===== src/rtl/posit_norm_stage.sv =====
`default_nettype none
// ============================================================================
//  Module      : posit_norm_stage
//  Description : Two-stage ready/valid pipeline that normalises a posit adder
//                mantissa by its leading-zero count and adjusts the scale.
//  Revision    : 1.0 - initial release
// ============================================================================
module posit_norm_stage #(
    parameter int N  = 8,
    parameter int es = 4,
    parameter int SW = 8,
    localparam int M = N - es + 4
) (
    input  logic          clk,
    input  logic          reset,
    input  logic          in_valid,
    output logic          in_ready,
    input  logic [M-1:0]  in_mant,
    input  logic [N-1:0]  in_lz,
    input  logic          in_zero,
    input  logic [SW-1:0] in_scale,
    input  logic          in_sign,
    output logic          out_valid,
    input  logic          out_ready,
    output logic [M-1:0]  out_mant,
    output logic [SW-1:0] out_scale,
    output logic          out_sign,
    output logic          out_zero,
    output logic          out_sat
);

    // Scale bounds expressed in the SW+2 bit working width.
    localparam logic [SW+1:0] T_MAX = {3'b000, {(SW-1){1'b1}}};
    localparam logic [SW+1:0] T_MIN = {3'b111, {(SW-1){1'b0}}};
    localparam logic [N-1:0]  LZ_LIMIT = N'(M);

    logic          s1_valid;
    logic [M-1:0]  s1_mant;
    logic [N-1:0]  s1_lz;
    logic          s1_zero;
    logic [SW-1:0] s1_scale;
    logic          s1_sign;

    logic          in_fire;
    logic          s2_load;

    logic [M-1:0]  shifted;
    logic [SW+1:0] scale_ext;
    logic [SW+1:0] lz_ext;
    logic [SW+1:0] t;
    logic          is_zero;
    logic [M-1:0]  norm_mant;
    logic [SW-1:0] norm_scale;
    logic          norm_sat;

    assign in_ready = ~s1_valid | ~out_valid | out_ready;
    assign in_fire  = in_valid & in_ready;
    assign s2_load  = s1_valid & (~out_valid | out_ready);

    always_ff @(posedge clk or posedge reset) begin
        if (reset) begin
            s1_valid <= 1'b0;
            s1_mant  <= '0;
            s1_lz    <= '0;
            s1_zero  <= 1'b0;
            s1_scale <= '0;
            s1_sign  <= 1'b0;
        end else begin
            if (in_fire) begin
                s1_valid <= 1'b1;
                s1_mant  <= in_mant;
                s1_lz    <= in_lz;
                s1_zero  <= in_zero;
                s1_scale <= in_scale;
                s1_sign  <= in_sign;
            end else if (s2_load) begin
                s1_valid <= 1'b0;
            end
        end
    end

    // lz values that would not fit the working width only occur on the zero
    // path, so truncating them here never reaches the output.
    always_comb begin
        shifted    = s1_mant << s1_lz;
        scale_ext  = {{2{s1_scale[SW-1]}}, s1_scale};
        lz_ext     = (SW+2)'(s1_lz);
        t          = scale_ext + (SW+2)'(1) - lz_ext;
        is_zero    = s1_zero | (s1_lz >= LZ_LIMIT);
        norm_mant  = shifted;
        norm_scale = t[SW-1:0];
        norm_sat   = 1'b0;
        if (is_zero) begin
            norm_mant  = '0;
            norm_scale = '0;
        end else if ($signed(t) > $signed(T_MAX)) begin
            norm_scale = {1'b0, {(SW-1){1'b1}}};
            norm_sat   = 1'b1;
        end else if ($signed(t) < $signed(T_MIN)) begin
            norm_scale = {1'b1, {(SW-1){1'b0}}};
            norm_sat   = 1'b1;
        end
    end

    always_ff @(posedge clk or posedge reset) begin
        if (reset) begin
            out_valid <= 1'b0;
            out_mant  <= '0;
            out_scale <= '0;
            out_sign  <= 1'b0;
            out_zero  <= 1'b0;
            out_sat   <= 1'b0;
        end else begin
            if (s2_load) begin
                out_valid <= 1'b1;
                out_mant  <= norm_mant;
                out_scale <= norm_scale;
                out_sign  <= s1_sign;
                out_zero  <= is_zero;
                out_sat   <= norm_sat;
            end else if (out_ready) begin
                out_valid <= 1'b0;
            end
        end
    end

endmodule
`default_nettype wire


===== config.mk =====
export PLATFORM = sky130hd
export DESIGN_NAME = posit_norm_stage
export DESIGN_NICKNAME = d
export VERILOG_FILES = /design/src/rtl/posit_norm_stage.sv
export SDC_FILE = /design/constraint.sdc
export NUM_CORES = 1
export LEC_CHECK = 0
export ABC_AREA = 1
export ABC_CLOCK_PERIOD_IN_PS = 2700
export CAP_MARGIN = 20
export CORE_UTILIZATION = 47
export CTS_BUF_LIST = sky130_fd_sc_hd__clkbuf_2
export DETAILED_ROUTE_END_ITERATION = 10
export PLACE_DENSITY_LB_ADDON = 0.25
export RECOVER_POWER = 100
export SETUP_SLACK_MARGIN = 0.4
export SLEW_MARGIN = 20
export SYNTH_ARGS = -nofsm -noshare
export SYNTH_HDL_FRONTEND = slang
export SYNTH_SLANG_ARGS = --single-unit

===== constraint.sdc =====
create_clock -name clk -period 2.7 [get_ports clk]
set_input_delay 0.54 -clock clk [delete_from_list [all_inputs] [get_ports clk]]
set_output_delay 0.54 -clock clk [all_outputs]
set_load 0.1 [all_outputs]

After elaboration in Yosys (flattened, before gate mapping)
Cells that the tools add are included.
{"block": "totals", "output_inout_bits": 21, "register_bits": 47, "word_cells": 39, "input_bits": 30}
{"block": "op_classes", "magnitude_cmp": 3, "shifts": 1, "n_addsub": 2, "bitwise": 8, "reduce_logical": 2, "mux": 11}
{"operator": "$mux 8", "n": 4}
{"operator": "$gt 10x8->1 const B", "n": 1}
{"operator": "$lt 10x8->1 const B", "n": 1}
{"operator": "$sub 9x9->10", "n": 1}
{"operator": "$add 8x2->9 const B", "n": 1}
{"operator": "$ge 8x4->1 const B", "n": 1}
{"operator": "$shl 8x8->8", "n": 1}
{"operator": "$mux 1", "n": 7}
{"operator": "$or 1x1->1", "n": 4}
{"operator": "$reduce_bool 2->1", "n": 2}
{"operator": "$and 1x1->1", "n": 2}
{"operator": "$not 1->1", "n": 2}

Depth between registers and ports, before layout
{"block": "logic_depth", "depth_word": 6, "depth_mapped": 16, "depth_no_buf": 16}

Worst setup path before layout
OpenSTA, ideal clock, no wires.
{"block": "synth_timing", "path_type": "register to register", "startpoint": "register out_valid", "endpoint": "register s1_mant[2]", "stages_incl_launch_ff": 5, "arrival_time_ns": 2.932, "path_slack_ns": -0.357, "period_less_slack_ns": 3.057, "n_path_buf": 1, "setup_time_ns": 0.125, "required_ns": 2.575, "cell_sequence": "dfrtp_1 nand3_1 nand2_1 buf_4 mux2_2"}
{"block": "synth_between", "elab_chain_len": 4}
{"element": "start, declared", "line_no": "23", "text": "output logic out_valid,"}
{"element": "start signal, assigned", "line_no": "107", "text": "out_valid <= 1'b0;"}
{"element": "start signal, assigned", "line_no": "115", "text": "out_valid <= 1'b1;"}
{"element": "start signal, assigned", "line_no": "122", "text": "out_valid <= 1'b0;"}
{"element": "$not 1->1", "line_no": "56", "text": "assign in_ready = ~s1_valid | ~out_valid | out_ready;"}
{"element": "$or 1x1->1 (2 in series)", "line_no": "56"}
{"element": "net in_ready", "line_no": "17", "text": "output logic in_ready,"}
{"element": "$and 1x1->1", "line_no": "57", "text": "assign in_fire = in_valid & in_ready;"}
{"element": "end signal, assigned", "line_no": "71", "text": "s1_mant <= in_mant;"}
{"element": "end, declared", "line_no": "38", "text": "logic [M-1:0] s1_mant;"}
The timed path passes the listed nets, and every way through them passes these cells.
A chain may end at the register's enable or synchronous reset.

Final worst setup path
{"block": "layout_timing", "startpoint": "register s1_lz[0]", "endpoint": "register out_scale[6]"}
{"block": "layout_between", "elab_chain_len": 5, "word_cells_on_any_way": 8, "cone_classes": "add/sub: 1; order compare: 3; mux: 3; bitwise: 1"}
{"element": "start, declared", "line_no": "39", "text": "logic [N-1:0] s1_lz;"}
{"element": "start signal, assigned", "line_no": "72", "text": "s1_lz <= in_lz;"}
{"element": "$sub 9x9->10", "line_no": "88", "text": "t = scale_ext + (SW+2)'(1) - lz_ext;"}
{"element": "$lt 10x8->1", "line_no": "99", "text": "end else if ($signed(t) < $signed(T_MIN)) begin"}
{"element": "$mux 8", "line_no": "99"}
{"element": "$mux 8", "line_no": "96", "text": "end else if ($signed(t) > $signed(T_MAX)) begin"}
{"element": "$mux 8 (*)", "line_no": "93", "text": "if (is_zero) begin"}
{"element": "end signal, assigned", "line_no": "117", "text": "out_scale <= norm_scale;"}
{"element": "end, declared", "line_no": "26", "text": "output logic [SW-1:0] out_scale,"}
Mark *: on every way between the ends. The rest lies on a longest branch, timed or not.

==> results.sh <==
export IMPL_hold_viol_final=0
export IMPL_cts_tree="built"
export IMPL_switchingPower_uw=791
export IMPL_grt_antenna_before_repair=0
export IMPL_finalWirelength_um=5290
export IMPL_grt_first_pass_wirelength_um=9010
export IMPL_worstPathRequired_ns=3.04
export IMPL_cellPowerDensity_nw_per_um2=613
export IMPL_cts_max_level=2
export IMPL_yosys_area_top_type_share=0.448
export IMPL_synth_area_um2=2620
export IMPL_ys_ff_latch=47
export IMPL_syn_nets=352
export IMPL_synth_common_cells="nand2_1, dfrtp_1, inv_1, nor2_1, nand3_1"
export IMPL_rsz0062_at_grt="false"
export IMPL_fin_nets=406
export IMPL_cpPeakStageDelay_ns=0.52
export IMPL_cts_sinks=47
export IMPL_p_leak_uw=0.00152
export IMPL_dp_hpwl_um=3910
export IMPL_synthDistinctLibCells=37
export IMPL_grt_overflow=0
export IMPL_vdd_drop_max_mv=0.305
export IMPL_setup_viol=0
export IMPL_vias=2128
export IMPL_routabilityCongestion=0.876
export IMPL_initial_utilization=0.501
export IMPL_skew_ns=0.0165
export IMPL_io_pins=51
export IMPL_synthFlopType="dfrtp_1"
export IMPL_detailedRoute_firstIterationViolations=68
export IMPL_root_buffer="clkbuf_2"
export IMPL_min_path_type="register to register"
export IMPL_fillerInstances=508
export IMPL_tightestPinTransition_ns=1.18
export IMPL_finalCritPeriodShare=0.858
export IMPL_worstPathArrival_ns=2.65
export IMPL_synth_most_common_cell="nand2_1"
export IMPL_clkSlewWorstSetupHoldPaths_ns=0.23
export IMPL_area_growth_synth_to_final_pct=19.3
export IMPL_ant_nets=0
export IMPL_die_width_um=76.7
export IMPL_cts_buffer_depth=2
export IMPL_num_antenna_cells=0
export IMPL_grt_util_all_layers=0.194
export IMPL_firstDrtPassIters=4
export IMPL_ys_warn_count=0
export IMPL_synth_largest_area_cell="dfrtp_1"
export IMPL_final_max_slew_viol_count=0
export IMPL_port_buffers=50
export IMPL_max_cap_violations=0
export IMPL_critPathKind="register to register"
export IMPL_layout_drive_gt1_share=0.144
export IMPL_p_int_uw=1130
export IMPL_path_common_cell="nand2_1"
export IMPL_tns_ns=0
export IMPL_vias_per_cell=4.95
export IMPL_clk_latency_ns=0.43
export IMPL_cp_slowest_cell="dfrtp_1"
export IMPL_synth_edf_count=0
export IMPL_wire_per_inst_um=12.3
export IMPL_final_util=0.597
export IMPL_whs_ns=0.498
export IMPL_grt_pass1_vias=1929
export IMPL_period_needed_ns=2.32
export IMPL_drc=0
export IMPL_crit_path_max_fanout=10
export IMPL_die_h_um=76.7
export IMPL_netlist_instances=305
export IMPL_crit_chain="inv_4 > ha_1 > ha_1 > fa_1 > nand2_1 > nand2_1 > nand3_1 > nand2_1 > nand2_1 > nand2_2 > nand2_4 > nand2_4 > nand3_1 > nand3_1"
export IMPL_syn_avg_cell_area_um2=8.60
export IMPL_fp_row_count=26
export IMPL_hold_buffers=0
export IMPL_start_kind="register"
export IMPL_numCtsBuffers=5
export IMPL_grt_start_max_net_pins=48
export IMPL_clkPwrFrac=0.154
export IMPL_relSlewSlack=0.214
export IMPL_p_sw_frac=0.412
export IMPL_status="finished clean"
export IMPL_ys_async_sr_fraction=1.00
export IMPL_synth_area_leaders="dfrtp_1, nand2_1, ha_1"
export IMPL_pwr_share_comb=0.418
export IMPL_power_share_sequential=0.427
export IMPL_ys_seq_area_frac=0.448
export IMPL_fmax_mhz=432
export IMPL_die_area_um2=5880
export IMPL_core_region_area_um2=5240
export IMPL_cp_end_kind="register"
-- stage by stage --
stage,std cells,area [um^2],total power (uW),setup WS (ns)
floorplan,305,2630,1450,0.425
global placement,420,3180,1630,0.454
detailed placement,420,3180,1640,0.389
CTS,429,3240,1940,0.407
global route,430,3130,2060,0.190
finish,430,3130,1920,0.383
-- critical path, delay by kind of cell (launching register included) --
family / cells / cell delay, ns
fa+ha+maj: 3 / 0.81
buf+inv: 1 / 0.09
flops: 1 / 0.52
simple gates: 10 / 0.82
-- layout make-up --
cell class	count	area, um^2	area share
Tap cell	70	87.6	0.0280
Multi-Input combinational cell	214	1280	0.410
Sequential cell	47	1180	0.377
Timing Repair Buffer	55	399	0.128
Clock buffer	6	30.0	0.00960
Clock inverter	2	12.5	0.00400
Inverter	36	139	0.0444
-- placed cells by master (no fill, tap or decap), types with 3 or more instances in the layout --
cell type,n
nor2_1,29
a21oi_1,17
clkdlybuf4s50_1,27
a21oi_2,3
nand2_2,7
mux2_2,11
inv_1,28
o21ai_0,8
nand2_1,67
clkbuf_1,21
dfrtp_1,45
clkbuf_2,9
inv_2,4
ha_1,15
xor2_1,3
nand3_1,25
o21ai_1,5
-- metal layers --
layer	GRT usage	vias up	part of all wire
met4	0.0865	0	0.017
li1	-	1099	-
met2	0.289	61	0.44
met5	0	-	0
met1	0.278	959	0.49
met3	0.0310	9	0.048
-- repair_timing --
action,4_1_cts,5_1_grt
buffers inserted,1,1
resized for setup,1,6
cloned,0,0
endpoints found under the setup margin,7,8
-- registers in the layout, summed over array words and instances (netlist names), 8 cells and up --
name / cells
out_mant: 8
out_scale: 8
s1_scale: 8
s1_lz: 8
s1_mant: 8
-- power by group through the flow --
stage | registers [uW] | logic (uW) | clock network [uW]
after floorplan | 889 | 556 | 0
after global placement | 833 | 794 | 0
after detailed placement | 837 | 804 | 0
after CTS | 820 | 817 | 307
after global routing | 829 | 901 | 333
final | 820 | 802 | 296
-- final timing paths --
kind | cells past startpoint | to | slack (ns) | startpoint
setup reg to reg | 14 | out_scale[6]$_DFFE_PP0P_ | 0.38 | s1_lz[0]$_DFFE_PP0P_
setup / recovery | 14 | out_scale[6]$_DFFE_PP0P_ | 0.38 | s1_lz[0]$_DFFE_PP0P_
min in group asynchronous | 3 | out_valid$_DFFE_PP0P_ | 0.89 | reset
hold reg to reg | 2 | out_sign$_DFFE_PP0P_ | 0.50 | s1_sign$_DFFE_PP0P_
hold / removal | 2 | out_sign$_DFFE_PP0P_ | 0.50 | s1_sign$_DFFE_PP0P_
max in group asynchronous | 3 | s1_lz[1]$_DFFE_PP0P_ | 1.07 | reset
-- logic make-up after synthesis --
kind of cell             synth area share
flip-flops                          0.448
multiplexers                       0.0472
buffers and inverters              0.0673
XOR/XNOR                           0.0134
adder cells (fa/ha/maj)            0.0840
AND/OR/NAND/NOR                     0.254
AO/OA/AOI/OAI                      0.0854
No activity file was read; power rests on OpenSTA's default activity.
